**src/rtl/cpoly_arb_sched_pkg.sv**
```systemverilog
// Shared widths, sequencing counts, FSM states and the complex result type
// for the two-requester conjugate-product scheduler.
package cpoly_arb_sched_pkg;

  localparam int OP_W       = 8;
  localparam int RES_W      = 18;
  localparam int WORD_W     = 2 * OP_W;
  localparam int OUT_W      = 2 * RES_W;

  localparam int LOAD_BEATS = 4;
  localparam int CALC_STEPS = 4;
  localparam int OUT_BEATS  = 3;

  typedef enum logic [2:0] {
    IDLE,
    GRANT,
    LOAD,
    CALC,
    OUT
  } st_e;

  // Packed so that {re, im} lines up directly with the 36-bit result bus.
  typedef struct packed {
    logic signed [RES_W-1:0] re;
    logic signed [RES_W-1:0] im;
  } cplx_t;

endpackage

```
**src/rtl/cpoly_arb_sched_if.sv**
```systemverilog
// Request/operand/result bundle between the requesters and the scheduler.
//
// Handshake: req_0/req_1 are levels held by a requester until it sees its
// gnt bit, which is a single-cycle pulse. in_valid qualifies 'in' on a
// rising edge and is only consumed while the scheduler is loading. out_valid
// qualifies 'out'/'out_id' for one beat per cycle; there is no back-pressure,
// and out/out_id read as zero whenever out_valid is low.
interface cpoly_arb_sched_if
  import cpoly_arb_sched_pkg::*;
  ();

  logic              req_0;
  logic              req_1;
  logic [1:0]        gnt;
  logic              in_valid;
  logic [WORD_W-1:0] in;
  logic              busy;
  logic              out_valid;
  logic [OUT_W-1:0]  out;
  logic              out_id;

  modport master (
    output req_0, req_1, in_valid, in,
    input  gnt, busy, out_valid, out, out_id
  );

  modport slave (
    input  req_0, req_1, in_valid, in,
    output gnt, busy, out_valid, out, out_id
  );

endinterface

```
**src/rtl/cpoly_arb_sched_cmul.sv**
```systemverilog
// Combinational conjugate product p = conj(x) * y on 8-bit signed complex
// operands packed {re, im}; every term is carried at 18 bits so no sum wraps.
module cplx_conj_mul
  import cpoly_arb_sched_pkg::*;
(
  input  logic [WORD_W-1:0] x_i,
  input  logic [WORD_W-1:0] y_i,
  output cplx_t             p_o
);

  logic signed [RES_W-1:0] xr, xi, yr, yi;

  assign xr = RES_W'($signed(x_i[WORD_W-1:OP_W]));
  assign xi = RES_W'($signed(x_i[OP_W-1:0]));
  assign yr = RES_W'($signed(y_i[WORD_W-1:OP_W]));
  assign yi = RES_W'($signed(y_i[OP_W-1:0]));

  assign p_o.re = xr * yr + xi * yi;
  assign p_o.im = xr * yi - xi * yr;

endmodule

```
**src/rtl/cpoly_arb_sched.sv**
```systemverilog
// Round-robin scheduler for two requesters sharing one conjugate multiplier:
// grant, load a0/a1/b0/b1, compute c0/c1/c2 over four steps, emit three beats.
module cpoly_arb_sched
  import cpoly_arb_sched_pkg::*;
(
  input  logic                   clk,
  input  logic                   rst_n,
  cpoly_arb_sched_if.slave       bus,
  output st_e                    dbg_state_o
);

  st_e               state_q;
  logic              ptr_q;
  logic              winner_q;
  logic              winner_d;
  logic [1:0]        gnt_q;
  logic [1:0]        beat_cnt_q;
  logic [1:0]        step_cnt_q;
  logic [1:0]        out_cnt_q;
  logic [WORD_W-1:0] a0_q, a1_q, b0_q, b1_q;
  logic [WORD_W-1:0] mul_x, mul_y;
  cplx_t             prod;
  cplx_t             c0_q, acc1_q, c2_q;
  logic              out_valid_q;
  logic              out_id_q;
  logic [OUT_W-1:0]  out_q;

  // Arbitration: a lone requester wins outright; on a tie the pointer decides.
  always_comb begin
    winner_d = 1'b0;
    if (bus.req_0 && bus.req_1) winner_d = ptr_q;
    else if (bus.req_1)         winner_d = 1'b1;
  end

  // Operand pair for the current calculation step.
  always_comb begin
    mul_x = a0_q;
    mul_y = b0_q;
    case (step_cnt_q)
      2'd0:    begin mul_x = a0_q; mul_y = b0_q; end
      2'd1:    begin mul_x = a0_q; mul_y = b1_q; end
      2'd2:    begin mul_x = a1_q; mul_y = b0_q; end
      default: begin mul_x = a1_q; mul_y = b1_q; end
    endcase
  end

  cplx_conj_mul u_mul (
    .x_i (mul_x),
    .y_i (mul_y),
    .p_o (prod)
  );

  // Scheduler FSM with all outputs registered.
  always_ff @(posedge clk or negedge rst_n) begin
    if (!rst_n) begin
      state_q     <= IDLE;
      ptr_q       <= 1'b0;
      winner_q    <= 1'b0;
      gnt_q       <= 2'b00;
      beat_cnt_q  <= 2'd0;
      step_cnt_q  <= 2'd0;
      out_cnt_q   <= 2'd0;
      a0_q        <= '0;
      a1_q        <= '0;
      b0_q        <= '0;
      b1_q        <= '0;
      c0_q        <= '0;
      acc1_q      <= '0;
      c2_q        <= '0;
      out_valid_q <= 1'b0;
      out_id_q    <= 1'b0;
      out_q       <= '0;
    end else begin
      case (state_q)
        IDLE: begin
          if (bus.req_0 || bus.req_1) begin
            winner_q <= winner_d;
            gnt_q    <= winner_d ? 2'b10 : 2'b01;
            state_q  <= GRANT;
          end
        end
        GRANT: begin
          gnt_q      <= 2'b00;
          beat_cnt_q <= 2'd0;
          state_q    <= LOAD;
        end
        LOAD: begin
          if (bus.in_valid) begin
            case (beat_cnt_q)
              2'd0:    a0_q <= bus.in;
              2'd1:    a1_q <= bus.in;
              2'd2:    b0_q <= bus.in;
              default: b1_q <= bus.in;
            endcase
            beat_cnt_q <= beat_cnt_q + 2'd1;
            if (beat_cnt_q == 2'(LOAD_BEATS - 1)) begin
              step_cnt_q <= 2'd0;
              state_q    <= CALC;
            end
          end
        end
        CALC: begin
          case (step_cnt_q)
            2'd0: c0_q   <= prod;
            2'd1: acc1_q <= prod;
            2'd2: begin
              acc1_q.re <= acc1_q.re + prod.re;
              acc1_q.im <= acc1_q.im + prod.im;
            end
            default: c2_q <= prod;
          endcase
          step_cnt_q <= step_cnt_q + 2'd1;
          if (step_cnt_q == 2'(CALC_STEPS - 1)) begin
            out_cnt_q <= 2'd0;
            state_q   <= OUT;
          end
        end
        OUT: begin
          // First OUT cycle stages c0; the job closes once all beats are out.
          if (out_cnt_q == 2'(OUT_BEATS)) begin
            out_valid_q <= 1'b0;
            out_id_q    <= 1'b0;
            out_q       <= '0;
            ptr_q       <= ~winner_q;
            state_q     <= IDLE;
          end else begin
            out_valid_q <= 1'b1;
            out_id_q    <= winner_q;
            case (out_cnt_q)
              2'd0:    out_q <= c0_q;
              2'd1:    out_q <= acc1_q;
              default: out_q <= c2_q;
            endcase
            out_cnt_q <= out_cnt_q + 2'd1;
          end
        end
        default: state_q <= IDLE;
      endcase
    end
  end

  assign bus.gnt       = gnt_q;
  assign bus.busy      = (state_q != IDLE);
  assign bus.out_valid = out_valid_q;
  assign bus.out       = out_q;
  assign bus.out_id    = out_id_q;
  assign dbg_state_o   = state_q;

endmodule
```
**src/flat_wrapper.sv**
```systemverilog
// flat-port wrapper written by rule: the top's interface ports become plain ports
module cpoly_arb_sched_flat import cpoly_arb_sched_pkg::*;
  (clk, rst_n, dbg_state_o, bus_req_0, bus_req_1, bus_in_valid, bus_in, bus_gnt, bus_busy, bus_out_valid, bus_out, bus_out_id);
  cpoly_arb_sched_if bus_i ();
  input  logic clk;
  input  logic rst_n;
  output st_e dbg_state_o;
  input wire logic [$bits(bus_i.req_0)-1:0] bus_req_0;
  input wire logic [$bits(bus_i.req_1)-1:0] bus_req_1;
  input wire logic [$bits(bus_i.in_valid)-1:0] bus_in_valid;
  input wire logic [$bits(bus_i.in)-1:0] bus_in;
  output wire logic [$bits(bus_i.gnt)-1:0] bus_gnt;
  output wire logic [$bits(bus_i.busy)-1:0] bus_busy;
  output wire logic [$bits(bus_i.out_valid)-1:0] bus_out_valid;
  output wire logic [$bits(bus_i.out)-1:0] bus_out;
  output wire logic [$bits(bus_i.out_id)-1:0] bus_out_id;
  assign bus_i.req_0 = bus_req_0;
  assign bus_i.req_1 = bus_req_1;
  assign bus_i.in_valid = bus_in_valid;
  assign bus_i.in = bus_in;
  assign bus_gnt = bus_i.gnt;
  assign bus_busy = bus_i.busy;
  assign bus_out_valid = bus_i.out_valid;
  assign bus_out = bus_i.out;
  assign bus_out_id = bus_i.out_id;
  cpoly_arb_sched u_core (.clk(clk), .rst_n(rst_n), .bus(bus_i), .dbg_state_o(dbg_state_o));
endmodule
```
**config.mk**
```make
export PLATFORM = sky130hd
export DESIGN_NAME = cpoly_arb_sched_flat
export DESIGN_NICKNAME = d
export VERILOG_FILES = /design/src/rtl/cpoly_arb_sched_pkg.sv /design/src/rtl/cpoly_arb_sched_if.sv /design/src/rtl/cpoly_arb_sched_cmul.sv /design/src/rtl/cpoly_arb_sched.sv /design/src/flat_wrapper.sv
export SDC_FILE = /design/constraint.sdc
export NUM_CORES = 1
export LEC_CHECK = 0
export BUFFER_PORTS_ARGS = -buffer_cell sky130_fd_sc_hd__buf_2
export CORE_MARGIN = 2
export CORE_UTILIZATION = 62
export CTS_BUF_LIST = sky130_fd_sc_hd__clkbuf_16
export DETAILED_ROUTE_END_ITERATION = 8
export GPL_TIMING_DRIVEN = 0
export PLACE_DENSITY = 0.79
export SLEW_MARGIN = 20
export SYNTH_ARGS = -nofsm -noshare
export SYNTH_HDL_FRONTEND = slang
export SYNTH_HIERARCHICAL = 1
export SYNTH_SLANG_ARGS = --single-unit
```
**constraint.sdc**
```tcl
create_clock -name clk -period 20.7 [get_ports clk]
set_input_delay 1.035 -clock clk [delete_from_list [all_inputs] [get_ports clk]]
set_output_delay 1.035 -clock clk [all_outputs]
set_load 0.05 [all_outputs]
```
* After elaboration in Yosys (flattened, before gate mapping) *
Cells that the tools add are included.

storage, ports and cells
  logic and storage cells = 108
  flip-flop bits (word level) = 221
  output and inout port bits = 44

operators by class
  muxes and demuxes = 26
  add/subtract/negate cells = 7
  $mul = 4
  equality and inequality tests = 18
  bitwise logic cells = 3
  reductions and logical operators = 30

operators by type and width
  cell                                                                    number
  36-bit case mux with 2 select lines                                     2
  8-bit by 8-bit multiplier with 16-bit output                            4
  36-bit 2-to-1 mux                                                       1
  16-bit 2-to-1 mux                                                       2
  18-bit by 17-bit adder with 18-bit output                               1
  18-bit adder                                                            1
  3-bit AND reduction                                                     6
  16-bit by 16-bit adder with 17-bit output                               1
  16-bit by 16-bit subtractor with 17-bit output                          1
  2-bit case mux with 2 select lines                                      4
  3-bit 2-to-1 mux                                                        5
  3-bit case mux with 5 select lines                                      1
  2-bit 2-to-1 mux                                                        7
  2-bit AND reduction                                                     7
  2-bit equality test (second input constant)                             5
  2-bit nonzero test                                                      5
  2-bit by 1-bit != test with 1-bit output (second input constant)        4
  2-bit by 1-bit adder with 2-bit output (second input constant)          3
  2-bit by 1-bit equality test with 1-bit output (second input constant)  3
  3-bit by 2-bit equality test with 1-bit output (second input constant)  2
  2-bit zero test                                                         3
  3-bit OR reduction                                                      2
  5-bit AND reduction                                                     1
  1-bit 2-to-1 mux                                                        4
  other kinds (9)                                                         13

* Logic depth before layout (Yosys ltp) *
  depth in word-level cells = 7
  gate-level depth with buffers = 34
  mapped depth without buffers = 31

* Modules after synthesis *
Netlist, hierarchy kept.

by module, submodules not included
  module           cells each  area an instance (um^2)  instances  seq. area each (um^2)
  cpoly_arb_sched  1023        11388.4                  1          5580.4
  cplx_conj_mul    1162        10842.9                  1          0.0

* Worst setup path after synthesis *
No wires, ideal clock.

  path kind = reg2reg
  start = reg u_core.step_cnt_q[0]
  end = reg u_core/acc1_q[17] (netlist name)
  required time = 20614 ps
  stages on the path, launching flop included = 30
  slack = 12356 ps
  arrival = 8258 ps
  cells stage by stage = dfrtp_1 -> inv_1 -> ha_1 -> buf_2 -> nor2_1 -> clkbuf_1 -> mux2_2 -> clkbuf_1 -> nand2_1 -> inv_1 -> fa_1 -> inv_1 -> fa_1 -> inv_1 -> fa_1 -> fa_1 -> fa_1 -> fa_1 -> inv_1 -> ha_1 -> clkbuf_1 -> and3_1 -> a311oi_2 -> xnor2_1 -> ha_1 -> and3_1 -> or3b_1 -> o211ai_1 -> mux2_2 -> a32oi_1

RTL lines
  item                    RTL line                RTL
  start, declared         cpoly_arb_sched.sv:18   logic [1:0] step_cnt_q;
  start signal, assigned  cpoly_arb_sched.sv:112  step_cnt_q <= step_cnt_q + 2'd1;
  end signal, assigned    cpoly_arb_sched.sv:105  2'd1: acc1_q <= prod;
  end, declared           cpoly_arb_sched.sv:23   cplx_t c0_q, acc1_q, c2_q;

==> out/metrics.yaml <==
status: "complete, no violations"
cp-end-kind: "register"
syn-cell-area_um2: 22230
clock_skew_ns: 0.01725
reg2regPathDepth: 30
synth_flop_cell: "dfrtp_1"
die_width_um: 193.4
ys_warn_count: 6
tightest_slew_ns: 0.8426
dpl.hpwl_um: 42300
worstReg2RegEnd: "u_core/acc1_q[17]"
syn_nets: 2644
crit_path_frequent_cell: "fa_1"
ys_async_sr_fraction_pct: 100.0
synth_most_common_cell: "inv_1"
worst_slack_ns: 10.45
cts_tree: "done"
row_count: 69
drive_above_1_share_pct: 13.94
cp_max_fo: 10
wl_met1_um: 21380
finalMaxSlewViolations: 0
hp-class: "in -> async"
setup.worst_path.start_class: "register"
period_needed_ns: 10.25
first_pass_iters: 5
syn_inst: 2185
finalNetCount: 2738
num_io_pins: 65
antenna_cells: 0
wl_met2_um: 26230
dp.cells: 2712
synth_top_area_cell: "fa_1"
finalHoldViolCount: 0
clock_sinks: 223
synth.avg_cell_area_um2: 10.17
synthDistinctLibCells: 76
grt_max_degree: 104
critPathLaunch: "u_core/step_cnt_q[0]"
clk_path_buf_depth: 3
arrival_ns: 10.70
coreArea_um2: 35480
regArea_um2: 5580
synth_top_area_share_pct: 25.30
viasPerCell: 5.808
cts.clk_slew.worst_paths_ns: 0.06
critPathRequiredTime_ns: 21.15
grt_pass1_wl_um: 90310
antenna_found_initial: 0
fin_crit_sh_pct: 49.51
worst-r2r-setup-slack_ns: 10.45
ant_nets: 0
overflow: 0
rsz0062_at_grt: "no"
cts_hold_buf: 0
first_global_vias: 17420
port_buffers: 64
die_h_um: 193.4
top_layer_used: "met4"
root_buffer: "clkbuf_16"
vias: 16010
crit_end: "u_core/acc1_q[17]"
crit_slowest_cell: "xnor2_1"
dieArea_um2: 37390
gp_congestion: 0.9513
cts_setup_buffers: 0
h-tree-depth: 1
synthTopCellsByArea: "fa_1 (25%), dfrtp_1 (25%), ha_1 (8.8%), mux2_2 (8.6%), inv_1 (5.7%)"
wire_per_inst_um: 19.56
dr_wl_met3_um: 3616
dp_slack_ns: 10.63
grt.total_usage_pct: 30.28
multi_input_area_um2: 15010
layoutNonFillerInstCount: 2756
synth_seq_cells: 223
yosysSeqAreaShare_pct: 25.10
clock_latency_ns: 0.54
setup_tns_ns: 0
fmax_mhz: 97.57
syn_to_final_growth_pct: 7.930
synth_common_cells: "inv_1 (340), fa_1 (281), dfrtp_1 (223), nand2_1 (177), mux2_2 (170)"
setup_viol: 0
drc_errors: 0
synth_edf_count: 0
crit_type: "reg -> reg"
r2r-start: "u_core/step_cnt_q[0]"
n_fill_cell: 2699
start_util_pct: 62.65
wl_um: 53900
dr.first_iter.drc_count: 999
cap_viol_max_count: 0
slowest_delay_ns: 0.65
numCtsBuffers: 26
cts_resized: 0
slew_headroom_pct: 43.83
placed cells by master, fill, tap and decap left out, types with 4 or more instances in the layout:
cell type,count
or3_1,6
mux2_2,170
nand3_1,11
o21a_1,12
clkbuf_2,4
nand4_1,4
o22ai_1,4
xnor2_1,54
a21o_1,18
mux2i_1,18
o21bai_1,9
xor2_1,17
nand2_2,4
inv_1,344
nor2_1,75
and2_1,150
nor2b_1,4
fa_1,281
buf_2,74
o21ai_1,8
clkbuf_16,27
dfrtp_1,223
clkbuf_1,71
nand2_1,177
o211ai_1,8
nor3_1,11
ha_1,157
a211oi_1,7
and3_1,16
a31oi_1,7
a22o_1,36
o21ai_0,90
a211oi_2,5
a21oi_1,103
nand2b_1,10
final cells by class:
type	instances	area share, %
buffer	91	1.533
clock buffer	27	2.816
clock inverter	17	0.5215
inverter	340	5.319
multi-input combinational	1531	62.54
sequential	223	23.26
tap	461	2.404
timing repair buffer	66	1.606
cell families (layout without fill, tap and decap cells):
family                   Yosys count  after routing  share of synthesized area (%)
buffers and inverters            431            541                          7.395
multiplexers                     189            189                          9.483
AO/OA/AOI/OAI                    350            350                          10.36
XOR/XNOR                          71             71                          2.797
flip-flops                       223            223                          25.10
AND/OR/NAND/NOR                  483            483                          10.72
adder cells (fa/ha/maj)          438            438                          34.14
per-stage QoR:
| stage | hold WS [ns] | utilization [%] | instance area (um^2) |
|---|---|---|---|
| floorplan | 0.4502 | - | 22230 |
| global placement | 0.4546 | 65.18 | 23130 |
| detailed placement | 0.4606 | 65.37 | 23190 |
| CTS | 0.3283 | 67.62 | 23990 |
| global route | 0.3397 | 67.62 | 23990 |
| finish | 0.3384 | 67.62 | 23990 |
sequential cells by signal, summed over array words and instances, names as in the netlist:
name and flops:
u_core/a0_q 16, u_core/a1_q 16, u_core/acc1_q 36, u_core/b0_q 16, u_core/b1_q 16, u_core/beat_cnt_q 2, u_core/bus.gnt 2, u_core/bus.out 36
u_core/bus.out_id 1, u_core/bus.out_valid 1, u_core/c0_q 36, u_core/c2_q 36, u_core/dbg_state_o 3, u_core/out_cnt_q 2, u_core/ptr_q 1, u_core/step_cnt_q 2
u_core/winner_q 1
worst min path at each step:
stage                         startpoint              endpoint  depth (start not counted)
CTS                                rst_n     u_core/acc1_q[27]                          1
finish                             rst_n     u_core/bus.out_id                          1
floorplan                 u_core/c2_q[1]        u_core/c2_q[1]                          2
detailed placement  u_core/bus.out_valid  u_core/bus.out_valid                          2
global placement    u_core/bus.out_valid  u_core/bus.out_valid                          2
global route                       rst_n     u_core/bus.out_id                          1
layer usage:
| metal | GRT usage [%] | vias to the layer above |
|---|---|---|
| met4 | 13.80 | 0 |
| li1 | - | 7290 |
| met2 | 51.30 | 565 |
| met5 | 0 | - |
| met3 | 4.672 | 161 |
| met1 | 38.57 | 7990 |
critical path, delay by kind of cell (launching register included):
| kind | cells | cell delay (ns) |
|---|---|---|
| AO/OA/AOI/OAI | 6 | 0.93 |
| XOR/XNOR | 1 | 0.65 |
| adder cells (fa/ha/maj) | 9 | 3.83 |
| buffers and inverters | 9 | 2.23 |
| flip-flops | 1 | 0.46 |
| multiplexers | 2 | 0.78 |
| AND/OR/NAND/NOR | 3 | 1.26 |
Power is not shown: default switching activity piles up to over one toggle a cycle in this logic, so the estimate is an artifact.
